`src/rtl/req_tracker.sv`:
```
// req_tracker: per-lane saturating pending counters that drive an arbiter req vector; REQ_TRACKER_STARVE_EN adds wait counters and starve flags.
// Latency: push->req 1 cycle, last grant->req low 1 cycle; full lanes drop push (push_ready low), gnt only updates state.
module req_tracker #(
  parameter int SIZE         = 4,
  parameter int CNT_W        = 4,
  parameter int STARVE_LIMIT = 16
) (
  input  logic            clk,
  input  logic            rst_n,
  input  logic [SIZE-1:0] push,
  output logic [SIZE-1:0] push_ready,
  output logic [SIZE-1:0] req,
  input  logic [SIZE-1:0] gnt,
  output logic [SIZE-1:0] starve,
  output logic            gnt_err
);

  localparam logic [CNT_W-1:0] CNT_MAX = '1;
  localparam logic [CNT_W-1:0] CNT_ONE = CNT_W'(1);
  localparam logic [SIZE-1:0]  VEC_ONE = SIZE'(1);

  logic [CNT_W-1:0] count [SIZE];
  logic [SIZE-1:0]  push_acc;
  logic [SIZE-1:0]  gnt_acc;
  logic             multi_hot;
  logic             stray_gnt;

  always_comb begin
    req        = '0;
    push_ready = '0;
    for (int i = 0; i < SIZE; i++) begin
      req[i]        = (count[i] != '0);
      push_ready[i] = (count[i] != CNT_MAX);
    end
  end

  assign push_acc  = push & push_ready;
  assign gnt_acc   = gnt & req;
  // Clearing the lowest set bit leaves something only if more than one bit was set.
  assign multi_hot = |(gnt & (gnt - VEC_ONE));
  assign stray_gnt = |(gnt & ~req);

  always_ff @(posedge clk or negedge rst_n) begin
    if (!rst_n) begin
      for (int i = 0; i < SIZE; i++) count[i] <= '0;
    end else begin
      for (int i = 0; i < SIZE; i++) begin
        if (push_acc[i] && !gnt_acc[i])
          count[i] <= count[i] + CNT_ONE;
        else if (!push_acc[i] && gnt_acc[i])
          count[i] <= count[i] - CNT_ONE;
      end
    end
  end

  always_ff @(posedge clk or negedge rst_n) begin
    if (!rst_n)
      gnt_err <= 1'b0;
    else if (multi_hot || stray_gnt)
      gnt_err <= 1'b1;
  end

`ifdef REQ_TRACKER_STARVE_EN
  localparam logic [7:0] LIMIT = 8'(STARVE_LIMIT);

  logic [7:0] wait_cnt [SIZE];

  // Wait restarts whenever the lane is idle or just got served; saturates at 255.
  always_ff @(posedge clk or negedge rst_n) begin
    if (!rst_n) begin
      for (int i = 0; i < SIZE; i++) wait_cnt[i] <= '0;
    end else begin
      for (int i = 0; i < SIZE; i++) begin
        if (!req[i] || gnt_acc[i])
          wait_cnt[i] <= '0;
        else if (!gnt[i] && wait_cnt[i] != 8'hFF)
          wait_cnt[i] <= wait_cnt[i] + 8'd1;
      end
    end
  end

  always_comb begin
    starve = '0;
    for (int i = 0; i < SIZE; i++) starve[i] = (wait_cnt[i] >= LIMIT);
  end
`else
  // STARVE_LIMIT is referenced only so both builds share one parameter list.
  assign starve = {SIZE{1'b0}} & {SIZE{STARVE_LIMIT != 0}};
`endif

endmodule

```
`config.mk`:
```
export PLATFORM = sky130hd
export DESIGN_NAME = req_tracker
export DESIGN_NICKNAME = d
export VERILOG_FILES = /design/src/rtl/req_tracker.sv
export SDC_FILE = /design/constraint.sdc
export NUM_CORES = 1
export LEC_CHECK = 0
export ABC_AREA = 1
export CORE_AREA = 2 2 84 46
export CTS_CLUSTER_DIAMETER = 50
export DETAILED_ROUTE_END_ITERATION = 8
export DIE_AREA = 0 0 86 48
export HOLD_SLACK_MARGIN = 0.08
export PLACE_DENSITY = 0.72
export SYNTH_ARGS = -nofsm -noshare
export SYNTH_HDL_FRONTEND = slang
export SYNTH_SLANG_ARGS = --single-unit
```
`constraint.sdc`:
```
create_clock -name clk -period 1.7 [get_ports clk]
set_input_delay 0.51 -clock clk [delete_from_list [all_inputs] [get_ports clk]]
set_output_delay 0.51 -clock clk [all_outputs]
set_load 0.05 [all_outputs]
```
==> results.cfg <==
[worst_setup_path]
worstSetupEndpoint = count[15]
r2r-start = count[12]
ff2ff_path_depth = 11
crit_path_max_fanout = 4
crit_arrival_ns = 1.88
r2r-end = count[15]
cp.required_ns = 1.85
r2r_slack_ns = -0.03
critPathLaunch = count[12]
startpoint_type = flip-flop
crit_type = reg2reg
end_kind = flip-flop

[yosys]
synth.yosys.seq_area_share = 0.3250
netlist-cell-type-count = 17
syn-cell-area_um2 = 1309
synth-main-ff-cell = dfrtp_1
synthCells = 179
avgSynthCellArea_um2 = 7.311
synthTopCellsByCount = nand2_1, inv_1, dfrtp_1
yosysMostFrequentCell = nand2_1
synth.area.top_cells = dfrtp_1, nand2_1, ha_1
synthDominantCellAreaShare = 0.3250
async_flop_share = 1.000
yosys_warnings = 0
synth-edff-count = 0
synth-seq-cells = 17
yosys.area.top_type = dfrtp_1

[clock_tree]
clkSinkCount = 17
cts_buffers = 3
clock_latency_ns = 0.26
cts.path.max_buffers = 2
cts-root-buf = clkbuf_8
htree_levels = 1
clkTransAtPathRegs_ns = 0.06
cts_tree = yes

[finish]
finish.instance_area_um2 = 2180
multi_input_area_um2 = 945.9
register_area_um2 = 425.4
diodes = 0
drive_gt1_frac = 0.3821
layout.nets = 273
syn_to_final_growth_pct = 66.54
fin_util = 0.6561
fillCellCount = 270

[power]
pwr_density_cell_nw_per_um2 = 1856
max-vdd-ir-drop_v = 0.0008147
power.leakage_nw = 1.129

[sta]
layout_setup_ws_ns = -0.02840
finalCriticalPeriod_ns = 1.728
clock_skew_ns = 0.004641
hold_viol = 0
fin_hold_ws_ns = 0.5473
timing.fmax_mhz = 578.6
tns_ns = -0.06324
rsz0062_at_grt = true
finalSetupViolCount = 5
slew_violations = 0
finalCritPeriodShare = 1.017

[route]
drt_iter0_markers = 36
antenna_violating_nets_post_route = 0
wire_per_inst_um = 10.53
vias_per_cell = 4.392
routed_wl_mm = 3.034
dr.pass1.iters = 4
dr_total_vias = 1265
drc = 0

[grt]
grt_antenna_before_repair = 0
global_route.usage.total = 0.1632
grt_max_degree = 18
gr-total-overflow = 0
grt_pass1_wl_mm = 5.050
grt_pass1_vias = 1142

[outcome]
violations = negative setup slack
outcome = finished, violations left

[floorplanning]
die_width_um = 86
dieArea_um2 = 4128
core-area_um2 = 3322
boundaryPins = 23
die_y_um = 48
start_util = 0.3940
rows = 15

[placed_design]
gp_congestion = 0.7885
placed_cell_area_um2 = 1988
io_buffers = 18
dp_hpwl_mm = 2.450
pre_cts_ws_ns = -0.4664

[hold_path]
holdPathStages = 2
hold_path.class = reg2reg
min-delay-start = count[3]

[flow_run]
drv_cap = 0
==> critical path: stages, from the launching register on <==
cell and delay [ns]:
dfrtp_1 0.42, nor2_2 0.16, nand2_2 0.10, nand2_2 0.10
ha_4 0.16, inv_6 0.05, ha_4 0.20, or2_1 0.22
nand3_1 0.07, nand2_1 0.05, nand2_1 0.05, nand2_1 0.04
==> metrics by stage <==
stage | instances | power [mW]
after global placement | 273 | 3.371
after global routing | 288 | 4.443
final | 288 | 4.045
after CTS | 281 | 3.851
after floorplan | 182 | 2.385
after detailed placement | 273 | 3.458
==> placed cells by master, fill, tap and decap left out <==
| master | n |
|---|---|
| nor2_2 | 4 |
| clkbuf_8 | 3 |
| nand3_2 | 1 |
| nand3_1 | 4 |
| and2_4 | 4 |
| clkbuf_1 | 1 |
| buf_12 | 9 |
| or2_1 | 3 |
| clkdlybuf4s50_1 | 1 |
| buf_6 | 3 |
| inv_1 | 17 |
| inv_6 | 2 |
| dfrtp_1 | 17 |
| nand4_1 | 4 |
| xnor2_1 | 7 |
| xnor2_2 | 1 |
| fa_2 | 4 |
| nand2_1 | 68 |
| ha_1 | 4 |
| nand2_2 | 9 |
| o21ai_1 | 4 |
| conb_1 | 4 |
| inv_4 | 2 |
| a21oi_1 | 1 |
| dlygate4sd2_1 | 8 |
| ha_4 | 8 |
| or2_4 | 1 |
| nor2_1 | 9 |
| buf_4 | 43 |
==> sequential cells by signal, summed over array words and instances, names as in the netlist <==
register and cells:
gnt_err 1, count 16
==> layer usage <==
layer  vias up  GRT usage  wire (µm)
met5         -          0          0
met4         0    0.05714         31
met3         5    0.03966         93
met2        11     0.2450       1350
met1       573     0.2332       1558
li1        676          -          -
==> how the worst min path moves through the flow <==
stage | to | slack (ns)
finish | count[3] | 0.55
global route | count[3] | 0.58
CTS | count[3] | 0.52
detailed placement | count[3] | 0.51
global placement | count[3] | 0.51
floorplan | count[0] | 0.21
==> power breakdown <==
group | switching [mW] | leakage, nW | internal (mW)
clock | 0.133 | 0.0228 | 0.167
sequential | 0.194 | 0.202 | 0.612
combinational | 1.39 | 0.905 | 1.55
==> final cells by class <==
| type | count | area share |
|---|---|---|
| sequential | 17 | 0.1952 |
| clock buffer | 4 | 0.02067 |
| multi-input combinational | 140 | 0.4340 |
| tap | 42 | 0.02411 |
| inverter | 21 | 0.04305 |
| timing repair buffer | 64 | 0.2830 |
==> kinds of logic after synthesis <==
logic type	count (synthesis)	share of synthesized area
adders and majority gates	16	0.1759
other	1	0.002865
AOI/OAI and AO/OA	5	0.01912
xor gates and xnor gates	8	0.05354
DFF	17	0.3250
buffers and inverters	25	0.08318
and+or+nand+nor	107	0.3403
==> timing repair <==
item                                    in CTS  in global routing
endpoints found under the setup margin      13                 11
gates resized for setup                     18                 15
setup buffers                                4                  7
cloned                                       0                  0
hold buffers                                 0                  0
pin swaps                                   34                 38
hold endpoints to repair                     0                  0
Note: power is estimated with default switching activity, not from simulation.
